===== config.mk =====
export PLATFORM = sky130hd
export DESIGN_NAME = mem_access_unit
export DESIGN_NICKNAME = d
export VERILOG_FILES = /design/src/rtl/mau_pkg.sv /design/src/rtl/mem_access_unit_lane_align.sv /design/src/rtl/mem_access_unit.sv
export SDC_FILE = /design/constraint.sdc
export NUM_CORES = 1
export LEC_CHECK = 0
export CAP_MARGIN = 10
export CORE_MARGIN = 4
export CORE_UTILIZATION = 55
export CTS_CLUSTER_DIAMETER = 100
export CTS_CLUSTER_SIZE = 14
export DETAILED_ROUTE_END_ITERATION = 7
export HOLD_SLACK_MARGIN = 0.12
export PLACE_DENSITY_LB_ADDON = 0.15
export SLEW_MARGIN = 5
export SYNTH_ARGS = -nofsm -noshare
export SYNTH_HDL_FRONTEND = slang
export SYNTH_HIERARCHICAL = 1
export SYNTH_SLANG_ARGS = --single-unit

===== constraint.sdc =====
create_clock -name clk_i -period 4.7 [get_ports clk_i]
set_clock_uncertainty 0.15 [all_clocks]
set_input_delay 0.705 -clock clk_i [delete_from_list [all_inputs] [get_ports clk_i]]
set_output_delay 0.705 -clock clk_i [all_outputs]
set_load 0.02 [all_outputs]

===== src/rtl/mau_pkg.sv =====
// Shared types and helpers for the memory access unit: access sizes, FSM states
// and the alignment rule applied to every request before it reaches memory.
package mau_pkg;

  typedef enum logic [1:0] {
    SizeByte = 2'b00,
    SizeHalf = 2'b01,
    SizeWord = 2'b10,
    SizeIll  = 2'b11
  } size_t;

  typedef enum logic [2:0] {
    StIdle,
    StRd,
    StMerge,
    StWr,
    StResp
  } state_t;

  localparam int unsigned TIMEOUT_DEF = 16;

  function automatic logic access_err(size_t size, logic [1:0] addr_lo);
    logic err;
    case (size)
      SizeByte: err = 1'b0;
      SizeHalf: err = addr_lo[0];
      SizeWord: err = (addr_lo != 2'b00);
      default:  err = 1'b1;
    endcase
    return err;
  endfunction

endpackage


===== src/rtl/mem_access_unit_lane_align.sv =====
// Little-endian byte-lane steering: extracts and extends load data from a word,
// and merges sub-word store data into an old word for read-modify-write.
module lane_align
  import mau_pkg::*;
(
  input  logic [1:0]  addr_lo_i,
  input  logic [1:0]  size_i,
  input  logic        unsigned_i,
  input  logic [31:0] word_i,
  input  logic [31:0] wdata_i,
  output logic [31:0] rdata_o,
  output logic [31:0] merged_o
);

  logic [7:0]  byte_sel;
  logic [15:0] half_sel;
  logic        sign;

  always_comb begin
    byte_sel = word_i[{addr_lo_i, 3'b000} +: 8];
    half_sel = addr_lo_i[1] ? word_i[31:16] : word_i[15:0];
    rdata_o  = word_i;
    merged_o = word_i;
    sign     = 1'b0;
    case (size_i)
      SizeByte: begin
        sign     = byte_sel[7] & ~unsigned_i;
        rdata_o  = {{24{sign}}, byte_sel};
        merged_o[{addr_lo_i, 3'b000} +: 8] = wdata_i[7:0];
      end
      SizeHalf: begin
        sign    = half_sel[15] & ~unsigned_i;
        rdata_o = {{16{sign}}, half_sel};
        if (addr_lo_i[1]) merged_o[31:16] = wdata_i[15:0];
        else              merged_o[15:0]  = wdata_i[15:0];
      end
      default: ;
    endcase
  end

endmodule


===== src/rtl/mem_access_unit.sv =====
// Arbitrates fetch and load/store requests onto a single word-wide memory port,
// with read-modify-write for sub-word stores and a timeout for unmapped space.
module mem_access_unit
  import mau_pkg::*;
#(
  parameter int unsigned TIMEOUT = TIMEOUT_DEF
) (
  input  logic        clk_i,
  input  logic        rst_ni,
  input  logic        if_req_i,
  input  logic [31:0] if_addr_i,
  output logic        if_ack_o,
  output logic [31:0] if_rdata_o,
  output logic        if_err_o,
  input  logic        ls_req_i,
  input  logic        ls_we_i,
  input  logic [1:0]  ls_size_i,
  input  logic        ls_unsigned_i,
  input  logic [31:0] ls_addr_i,
  input  logic [31:0] ls_wdata_i,
  output logic        ls_ack_o,
  output logic [31:0] ls_rdata_o,
  output logic        ls_err_o,
  output logic [31:0] mem_addr_o,
  output logic [31:0] mem_wdata_o,
  output logic        mem_rd_o,
  output logic        mem_wr_o,
  input  logic [31:0] mem_rdata_i,
  input  logic        mem_mfc_i
);

  localparam logic [7:0] CntLast = 8'(TIMEOUT - 1);

  state_t      state_q;
  size_t       size_q;
  logic        is_ls_q, we_q, uns_q, err_q;
  logic [1:0]  addr_lo_q;
  logic [31:0] wdata_q, data_q;
  logic [7:0]  cnt_q;
  logic        if_ack_q, if_err_q, ls_ack_q, ls_err_q, mem_rd_q, mem_wr_q;
  logic [31:0] if_rdata_q, ls_rdata_q, mem_addr_q, mem_wdata_q;

  logic        sel_ls, req_we, req_err, cnt_done;
  size_t       req_size;
  logic [31:0] req_addr, ext_rdata, merged;

  // Load/store always wins arbitration over fetch.
  assign sel_ls   = ls_req_i;
  assign req_size = sel_ls ? size_t'(ls_size_i) : SizeWord;
  assign req_addr = sel_ls ? ls_addr_i : if_addr_i;
  assign req_we   = sel_ls & ls_we_i;
  assign req_err  = access_err(req_size, req_addr[1:0]);
  assign cnt_done = (cnt_q == CntLast);

  lane_align u_lane_align (
    .addr_lo_i  (addr_lo_q),
    .size_i     (size_q),
    .unsigned_i (uns_q),
    .word_i     (data_q),
    .wdata_i    (wdata_q),
    .rdata_o    (ext_rdata),
    .merged_o   (merged)
  );

  always_ff @(posedge clk_i or negedge rst_ni) begin
    if (!rst_ni) begin
      state_q     <= StIdle;
      size_q      <= SizeByte;
      is_ls_q     <= 1'b0;
      we_q        <= 1'b0;
      uns_q       <= 1'b0;
      err_q       <= 1'b0;
      addr_lo_q   <= '0;
      wdata_q     <= '0;
      data_q      <= '0;
      cnt_q       <= '0;
      if_ack_q    <= 1'b0;
      if_err_q    <= 1'b0;
      if_rdata_q  <= '0;
      ls_ack_q    <= 1'b0;
      ls_err_q    <= 1'b0;
      ls_rdata_q  <= '0;
      mem_rd_q    <= 1'b0;
      mem_wr_q    <= 1'b0;
      mem_addr_q  <= '0;
      mem_wdata_q <= '0;
    end else begin
      if_ack_q <= 1'b0;
      ls_ack_q <= 1'b0;
      case (state_q)
        StIdle: begin
          if (ls_req_i || if_req_i) begin
            is_ls_q    <= sel_ls;
            we_q       <= req_we;
            size_q     <= req_size;
            uns_q      <= ls_unsigned_i;
            addr_lo_q  <= req_addr[1:0];
            wdata_q    <= ls_wdata_i;
            mem_addr_q <= {req_addr[31:2], 2'b00};
            cnt_q      <= '0;
            data_q     <= '0;
            err_q      <= req_err;
            if (req_err) begin
              state_q <= StResp;
            end else if (req_we && req_size == SizeWord) begin
              mem_wdata_q <= ls_wdata_i;
              mem_wr_q    <= 1'b1;
              state_q     <= StWr;
            end else begin
              mem_rd_q <= 1'b1;
              state_q  <= StRd;
            end
          end
        end
        StRd: begin
          if (mem_mfc_i) begin
            mem_rd_q <= 1'b0;
            data_q   <= mem_rdata_i;
            state_q  <= we_q ? StMerge : StResp;
          end else if (cnt_done) begin
            // A read timeout also abandons the write half of a read-modify-write.
            mem_rd_q <= 1'b0;
            err_q    <= 1'b1;
            state_q  <= StResp;
          end else begin
            cnt_q <= cnt_q + 8'd1;
          end
        end
        StMerge: begin
          data_q      <= merged;
          mem_wdata_q <= merged;
          mem_wr_q    <= 1'b1;
          cnt_q       <= '0;
          state_q     <= StWr;
        end
        StWr: begin
          if (mem_mfc_i) begin
            mem_wr_q <= 1'b0;
            state_q  <= StResp;
          end else if (cnt_done) begin
            mem_wr_q <= 1'b0;
            err_q    <= 1'b1;
            data_q   <= '0;
            state_q  <= StResp;
          end else begin
            cnt_q <= cnt_q + 8'd1;
          end
        end
        StResp: begin
          if (is_ls_q) begin
            ls_ack_q   <= 1'b1;
            ls_err_q   <= err_q;
            ls_rdata_q <= we_q ? '0 : ext_rdata;
          end else begin
            if_ack_q   <= 1'b1;
            if_err_q   <= err_q;
            if_rdata_q <= data_q;
          end
          state_q <= StIdle;
        end
        default: state_q <= StIdle;
      endcase
    end
  end

  assign if_ack_o    = if_ack_q;
  assign if_err_o    = if_err_q;
  assign if_rdata_o  = if_rdata_q;
  assign ls_ack_o    = ls_ack_q;
  assign ls_err_o    = ls_err_q;
  assign ls_rdata_o  = ls_rdata_q;
  assign mem_rd_o    = mem_rd_q;
  assign mem_wr_o    = mem_wr_q;
  assign mem_addr_o  = mem_addr_q;
  assign mem_wdata_o = mem_wdata_q;

endmodule


== After elaboration in Yosys (flattened, before gate mapping) ==
Cells that the tools add are included.
Word-level totals
  output and inout port bits: 134
  logic and storage cells: 121
  bits in registers: 199
  input bits: 137
Cells by class
  $add $sub $neg: 2
  mux-type cells: 49
  shifts and indexed selects: 3
  reduce and logical (&&, ||, !) cells: 22
  bitwise gates (word level): 5
  equality and inequality tests: 20
Operator list (number)
  32-bit two-way mux: 9
  32-bit case mux with 2 select lines: 3
  32-bit case mux with 4 select lines: 1
  16-bit two-way mux: 3
  32-bit bitwise mux: 1
  8-bit by 7-bit variable shift with 32-bit output (first input constant): 1
  32-bit by 6-bit indexed part select with 8-bit output: 1
  8-bit by 7-bit indexed part select with 32-bit output: 1
  8-bit two-way mux: 3
  8-bit case mux with 3 select lines: 1
  3-bit two-way mux: 6
  2-bit inequality test (second input constant): 9
  1-bit two-way mux: 15
  5-bit AND reduction: 3
  3-bit case mux with 4 select lines: 1
  4-bit AND reduction: 3
  8-bit by 1-bit adder with 8-bit output (second input constant): 1
  8-bit by 4-bit equality test with 1-bit output (second input constant): 1
  2-bit nonzero test: 4
  5-bit negation with 7-bit output: 1
  3-bit by 2-bit equality test with 1-bit output (second input constant): 2
  3-bit inequality test (second input constant): 2
  1-bit case mux with 3 select lines: 2
  2-bit AND reduction: 3
  16 further kinds: 24

== Longest topological paths before layout ==
Gate-level depths: netlist of the first run.
  depth in word-level cells: 7
  mapped depth: 10
  mapped depth without buffers: 7

== Cells and area by module ==
The synthesis of the first run kept the hierarchy.
By module, submodules not included
  mem_access_unit: instances 1, area each 9442.8 um^2, cells an instance 823, seq. area each 5380.2 um^2
  lane_align: instances 1, area each 1975.6 um^2, cells an instance 274, seq. area each 0.0 um^2

== Least setup slack after synthesis of the first run ==
Ideal clock, no wire load.
  kind: reg2reg
  start point: register addr_lo_q[1]
  end point: register data_q[10]
  path buffers: 3
  library setup time: 0.125 ns
  arrival time: 2.122 ns
  clock period less this slack: 2.397 ns
  path slack: 2.303 ns
  stages on the path, launching flop included: 11
  required time: 4.425 ns
  cells stage by stage: dfrtp_1 > buf_4 > inv_2 > ha_1 > buf_2 > and4b_1 > buf_2 > a21oi_1 > o211ai_1 > a22o_1 > mux2_4
On the way
  word-level cells in the longest chain between the ends: 5
  elaborated cells on any way between the ends: 7
  classes of those cells: 1 x add/sub; 2 x shift; 4 x mux
RTL lines
  start, declared: line mem_access_unit.sv:37  | logic [1:0] addr_lo_q;
  start signal, assigned: line mem_access_unit.sv:97  | addr_lo_q <= req_addr[1:0];
  5-bit negation with 7-bit output: line mem_access_unit_lane_align.sv:29  | merged_o[{addr_lo_i, 3'b000} +: 8] = wdata_i[7:0];
  8-bit by 7-bit indexed part select with 32-bit output / 8-bit by 7-bit variable shift with 32-bit output (equally long branches): line mem_access_unit_lane_align.sv:29
  32-bit bitwise mux: line mem_access_unit_lane_align.sv:29
  32-bit case mux with 2 select lines (*): line mem_access_unit_lane_align.sv:25  | case (size_i)
  via merged[10]: line mem_access_unit.sv:45  | logic [31:0] req_addr, ext_rdata, merged;
  32-bit case mux with 4 select lines (*): line mem_access_unit.sv:90  | case (state_q)
  end signal, assigned: line mem_access_unit.sv:118  | data_q <= mem_rdata_i;
  end signal, assigned: line mem_access_unit.sv:130  | data_q <= merged;
  end, declared: line mem_access_unit.sv:38  | logic [31:0] wdata_q, data_q;
The timed path passes the listed nets; every way through them passes the cells marked *.
A chain may end at the register's enable or synchronous reset.

== Worst setup path after layout of the first run ==
  start point: input ls_size_i[0]
  end point: register mem_wdata_q[30] (netlist: mem_wdata_o[30])
On the way
  word-level cells in the longest chain between the ends: 5
  elaborated cells on any way between the ends: 9
  classes of those cells: 4 x eq/ne; 2 x mux; 3 x reduce/logical
RTL lines
  start, declared: line mem_access_unit.sv:17  | input logic [1:0] ls_size_i,
  2-bit two-way mux (*): line mem_access_unit.sv:49  | assign req_size = sel_ls ? size_t'(ls_size_i) : SizeWord;
  2-bit equality test, or another cell as far along: line mau_pkg.sv:24, mem_access_unit.sv:105
  1-bit case mux with 3 select lines / 1-bit logical AND (equally long branches): line mau_pkg.sv:24, mem_access_unit.sv:105
  2-bit inequality test (no line)
  4-bit AND reduction (no line) (*)
  end signal, assigned: line mem_access_unit.sv:106  | mem_wdata_q <= ls_wdata_i;
  end signal, assigned: line mem_access_unit.sv:131  | mem_wdata_q <= merged;
  end, declared: line mem_access_unit.sv:41  | logic [31:0] if_rdata_q, ls_rdata_q, mem_addr_q, mem_wdata_q;
Mark *: on every way between the ends. The rest lies on a longest branch, timed or not.

==> reports/qor.txt, run 1 <==
status: finished, final reports clean
clock sink count: 199
Worst EP arrival: 3.28 ns
Post-Place Worst Slack: 1.26 ns
Die Ht: 148 um
clock latency on the worst-skew pair: 0.44 ns
cell family with most CP delay: buffers and inverters
Syn Inst Count: 1,031
clk slew on worst S/H paths: 0.08 ns
Met3 Routed Length: 2.97 mm
total CTS buffers: 17
CTS tree: built
Mapped Area: 10,800 um2
vias in the first global route: 9,166
critical path launch point type: primary input
syn avg cell area: 10.5 um2
dpl hpwl: 24.7 mm
Hold Worst Slack: 0.238 ns
htree depth: 4
final setup violating endpoints: 0
number of antenna-violating nets in the routed design: 0
MaxCap Viol Count: 0
Routability Congestion: 0.965
LEAKAGE: 6.00 nW
final worst slack: 1.65 ns
FF/Latch Area: 4980 um2
DRT Pass-1 Iters: 6
Critical Path RT: 4.94 ns
Multi-input gate area: 5320 um2
final hold vios: 0
WP buf/inv: 2
CP Capture Type: flop
clk buf depth: 2
Total GRT Usage: 30.6%
Remaining DRCs: 0
initial antenna violation count: 0
fmax: 328 MHz
Die W: 148 um
initial core utilization: 55.8%
critical path peak fanout: 22
post-cts resize count: 0
uppermost layer routed: met4
crit path kind: in2reg
layout cells sized above 1: 13.3%
number of vias per cell: 6.16
Fillers: 1,498
RSZ-0062 raised after global routing: no
actual slew at the worst max-slew pin: 1.13 ns
Cell Chain, Critical Path: clkdlybuf4s50_1, a21oi_1, o21ai_0, nand3_1, buf_4, o2bb2a_1
largest net degree at the start of global routing: 115
Avg WL per Cell: 22.1 um
DRT Wirelength: 33.8 mm
Tmin final: 3.05 ns
Pwr Density: 694 nW/um2
setup bufs post-CTS: 0
row count: 51
Area Overhead vs Synth: 30.5%
met2 WL: 15.9 mm
IO Pins: 271
slowest stage cell, crit path: o21ai_0
Slew headroom: 24.3%
Final Max Slew Viols: 0
CTS root buf: clkbuf_16
max incr delay on CP: 0.61 ns
Antenna diodes: 0
global-route wire length before repair: 52.0 mm
Fin Setup TNS: 0 ns
DR iter-0 viols: 852
PortBufs: 268
GRT overflow: 0
Worst Hold Class: in2async
Vias: 9,407
synth warn: 6
die area: 22,000 um2
Final period util: 64.9%
# nets final: 1,393
total core area: 19,400 um2
Routed met1 length: 13.5 mm
# hold bufs at CTS: 0
Peak supply drop: 0.371 mV
[per-layer routing]
layer,up-vias,global-route usage (%)
met5,-,0
met4,0,12.8
met3,88,7.13
met2,516,48.8
met1,4553,40.5
li1,4250,-
[layout by cell type (no fill, tap or decap), types with 4 or more instances in the layout]
cell	n
inv_6	4
o21ai_1	5
mux2i_1	39
clkbuf_16	17
a22o_1	32
nand2_1	152
nand3_1	6
o221ai_1	5
o21ai_0	80
clkdlybuf4s50_1	266
nor3_1	5
nor2b_1	29
a221o_1	15
o22ai_1	32
a32oi_1	23
o211ai_1	17
ha_1	6
buf_4	20
dfrtp_1	199
o31ai_1	4
a22oi_1	9
inv_1	4
o211ai_2	17
mux2_4	31
mux2_2	37
nor2_1	13
or2_1	4
nand2b_1	42
a2bb2oi_1	31
a21oi_1	40
nand3b_1	8
[power breakdown]
part | switching [mW] | internal, mW
registers | 0.906 | 2.44
clock network | 0.693 | 0.886
logic | 2.62 | 2.26
[area by class of cell]
cell class	instances	share of cell area, %
Multi-Input combinational cell	737	37.6
Clock buffer	19	3.21
Tap cell	265	2.35
Timing Repair Buffer	289	20.1
Inverter	6	0.159
Sequential cell	199	35.2
Clock inverter	13	1.28
[state kept, by name, indices dropped and copies added, names as in the netlist, 2 cells and up]
| name | cells |
|---|---|
| addr_lo_q | 2 |
| if_rdata_o | 32 |
| mem_addr_o | 30 |
| cnt_q | 8 |
| mem_wdata_o | 32 |
| ls_rdata_o | 32 |
| wdata_q | 16 |
| data_q | 32 |
| state_q | 3 |
| size_q | 2 |
[path summary, 6_finish.rpt]
path / startpoint / end / slack (ns) / cells after the start
min in group clk_i: mem_addr_o[18]$_DFFE_PN0P_ / mem_addr_o[18]$_DFFE_PN0P_ / 0.33 / 2
worst max-delay path: ls_size_i[0] / mem_wdata_o[30]$_DFFE_PN0P_ / 1.65 / 6
worst min register to register: mem_addr_o[18]$_DFFE_PN0P_ / mem_addr_o[18]$_DFFE_PN0P_ / 0.33 / 2
worst max register to register: size_q[0]$_DFFE_PN0P_ / mem_wdata_o[4]$_DFFE_PN0P_ / 1.69 / 5
max in group asynchronous: rst_ni / mem_wdata_o[23]$_DFFE_PN0P_ / 3.18 / 2
worst min-delay path: rst_ni / if_ack_o$_DFF_PN0_ / 0.24 / 1
[stage by stage]
| stage | utilization (%) | instances | power (mW) | cell area [um2] |
|---|---|---|---|---|
| 5_1_grt | 72.8 | 1528 | 10.3 | 14100 |
| 3_3_place_gp | 69.5 | 1495 | 8.07 | 13500 |
| 6_report | 72.8 | 1528 | 9.81 | 14100 |
| 4_1_cts | 72.8 | 1527 | 9.78 | 14100 |
| 2_1_floorplan | - | 1032 | 6.21 | 10800 |
| 3_5_place_dp | 69.5 | 1495 | 8.17 | 13500 |
(Power assumes the default switching activity.)
==> run 2: changes to the inputs <==
--- a/config.mk
+++ b/config.mk
@@ -7,7 +7,7 @@
 export LEC_CHECK = 0
 export CAP_MARGIN = 10
 export CORE_MARGIN = 4
-export CORE_UTILIZATION = 55
+export CORE_UTILIZATION = 46
 export CTS_CLUSTER_DIAMETER = 100
 export CTS_CLUSTER_SIZE = 14
 export DETAILED_ROUTE_END_ITERATION = 7
==> constraint.sdc (replaced) <==
create_clock -name clk_i -period 2.5 [get_ports clk_i]
set_clock_uncertainty 0.15 [all_clocks]
set_input_delay 0.375 -clock clk_i [delete_from_list [all_inputs] [get_ports clk_i]]
set_output_delay 0.375 -clock clk_i [all_outputs]
set_load 0.02 [all_outputs]
==> run 2 against run 1 <==
Cell area rose by 3.0%. Register-to-register slack lost 1.6 ns. Routed wire length grew 3.9%. Combinational power up 100%. Sequential power rose by 83%. Power is 91% higher. Clock power grew 82%. Utilization is 9.3 points lower. Sequential cell count did not move. Final cell count up 5.8%. Global-route usage shrank 4.0 points. Hold slack better by 0.022 ns. Largest power group unchanged. Highest routed layer unchanged.
==> reports/qor.txt, run 2 (synthesized netlist as in run 1, its figures left out) <==
final hold vios: 0
Final Cell Area: 14,600 um2
Die W: 161 um
total CTS buffers: 17
clock power share: 15.3%
actual slew at the worst max-slew pin: 1.10 ns
initial core utilization: 47.3%
crit path kind: reg2reg
# nets final: 1,433
clock sink count: 199
slowest stage cell, crit path: dfrtp_1
Final period util: 95.3%
CTS root buf: clkbuf_16
Worst Hold Class: in2async
DRT Pass-1 Iters: 5
Combinational Power Share: 52.1%
Remaining DRCs: 0
IO Pins: 271
critical path launch point type: flop
Final Max Slew Viols: 0
number of antenna-violating nets in the routed design: 0
CP Capture Type: flop
Reg2Reg Capture Point: mem_wdata_o[2]$_DFFE_PN0P_
PortBufs: 268
number of vias per cell: 5.85
layout cells sized above 1: 15.9%
cell family with most CP delay: compound AO/OA/AOI/OAI gates
WP buf/inv: 3
row count: 55
global-route wire length before repair: 54.2 mm
total core area: 22,900 um2
Seq pwr share: 32.6%
FF-to-FF path depth: 9
Cell Chain, Critical Path: inv_2, buf_4, ha_1, nor4bb_1, buf_4, a21oi_1, o21ai_0, o22ai_1, a2bb2oi_1
R2R Setup Slk: 0.12 ns
CP most frequent cell: buf_4
Area Overhead vs Synth: 34.4%
RSZ-0062 raised after global routing: no
Avg WL per Cell: 21.7 um
clk slew on worst S/H paths: 0.08 ns
htree depth: 4
clk buf depth: 2
LEAKAGE: 6.21 nW
Sw Ratio: 43.7%
vias in the first global route: 9,356
status: finished, final reports clean
critical path peak fanout: 11
Hold Worst Slack: 0.260 ns
die area: 26,100 um2
DP Area: 13,900 um2
clock latency on the worst-skew pair: 0.45 ns
Peak supply drop: 0.683 mV
most frequent cells in the layout: 266 x clkdlybuf4s50_1, 199 x dfrtp_1, 152 x nand2_1
largest net degree at the start of global routing: 65
dpl hpwl: 26.2 mm
Int Power: 10.5 mW
Die Ht: 161 um
Tmin final: 2.38 ns
MaxCap Viol Count: 0
DRT Wirelength: 35.1 mm
max incr delay on CP: 0.43 ns
Fin Setup TNS: 0 ns
Pwr Density: 1290 nW/um2
Critical Path RT: 2.72 ns
final setup violating endpoints: 0
GRT overflow: 0
DR iter-0 viols: 1,033
Routability Congestion: 0.946
CTS tree: built
Vias: 9,456
most common cell after layout, fill and taps aside: clkdlybuf4s50_1
Worst EP arrival: 2.61 ns
NetSw: 8.19 mW
fmax: 420 MHz
initial antenna violation count: 1
Slew headroom: 26.4%
Total GRT Usage: 26.6%
RR Startpoint: addr_lo_q[1]$_DFFE_PN0P_
-- run 2: changes by cell type in the layout (fill, tap and decap cells not counted), moves of 2 or more --
cell / change
bufinv_16: -3
inv_6: -4
inv_8: +5
inv_12: +3
buf_4: +33
clkbuf_8: -2
clkinv_8: +2
buf_12: +7
-- run 2: power by group through the flow --
| stage | clock network (mW) | registers, mW | logic, mW |
|---|---|---|---|
| floorplan | 0 | 6.68 | 4.98 |
| global placement | 0 | 6.09 | 9.59 |
| detailed placement | 0 | 6.11 | 9.70 |
| CTS | 2.91 | 6.07 | 9.73 |
| global route | 3.06 | 6.27 | 10.4 |
| finish | 2.87 | 6.11 | 9.75 |
-- run 2: what timing repair did --
| action | CTS | global route |
|---|---|---|
| hold endpoints to repair | 199 | 0 |
| hold buffers | 1 | 0 |
| setup buffers | 0 | 0 |
| gates resized for setup | 0 | 1 |
| setup endpoints to repair | 0 | 1 |
-- run 2: through the flow --
stage	util (%)	power, mW	setup WS [ns]	std cells
6_report	63.5	18.7	0.117	1617
5_1_grt	63.5	19.8	0.0291	1617
4_1_cts	63.5	18.7	0.153	1616
3_5_place_dp	60.8	15.8	0.0986	1583
3_3_place_gp	60.8	15.7	0.122	1583
2_1_floorplan	-	11.7	0.103	1032
-- run 2: final cells by class --
cell class                      instances  area, um2
Fill cell                            1938       8360
Multi-Input combinational cell        737       5320
Tap cell                              313        392
Antenna cell                            1       2.50
Clock buffer                           17        425
Clock inverter                         15        189
Sequential cell                       199       4980
Timing Repair Buffer                  329       3230
Inverter                                6       22.5
-- run 2: worst reg2reg max path, cell delays in order (launching register included) --
cell	delay, ns
dfrtp_1	0.43
inv_2	0.07
buf_4	0.19
ha_1	0.19
nor4bb_1	0.32
buf_4	0.23
a21oi_1	0.07
o21ai_0	0.34
o22ai_1	0.16
a2bb2oi_1	0.17
-- run 2: metal layers --
metal	vias to the layer above	share of wire, %	global-route usage (%)
li1	4335	-	-
met1	4541	40	35.1
met2	504	47	42.8
met3	76	9.5	6.48
met4	0	3.1	9.81
met5	-	0	0
-- run 2: worst max path at each step --
stage,end,depth (start not counted),slack [ns],startpoint
after floorplan,data_q[10]$_DFFE_PN0P_,10,0.10,addr_lo_q[1]$_DFFE_PN0P_
after global placement,mem_wdata_o[30]$_DFFE_PN0P_,7,0.12,ls_addr_i[0]
after detailed placement,mem_wdata_o[30]$_DFFE_PN0P_,7,0.1,ls_addr_i[0]
after CTS,data_q[30]$_DFFE_PN0P_,5,0.15,cnt_q[4]$_DFFE_PN0P_
after global routing,mem_wdata_o[3]$_DFFE_PN0P_,9,0.03,addr_lo_q[1]$_DFFE_PN0P_
final,mem_wdata_o[2]$_DFFE_PN0P_,9,0.12,addr_lo_q[1]$_DFFE_PN0P_
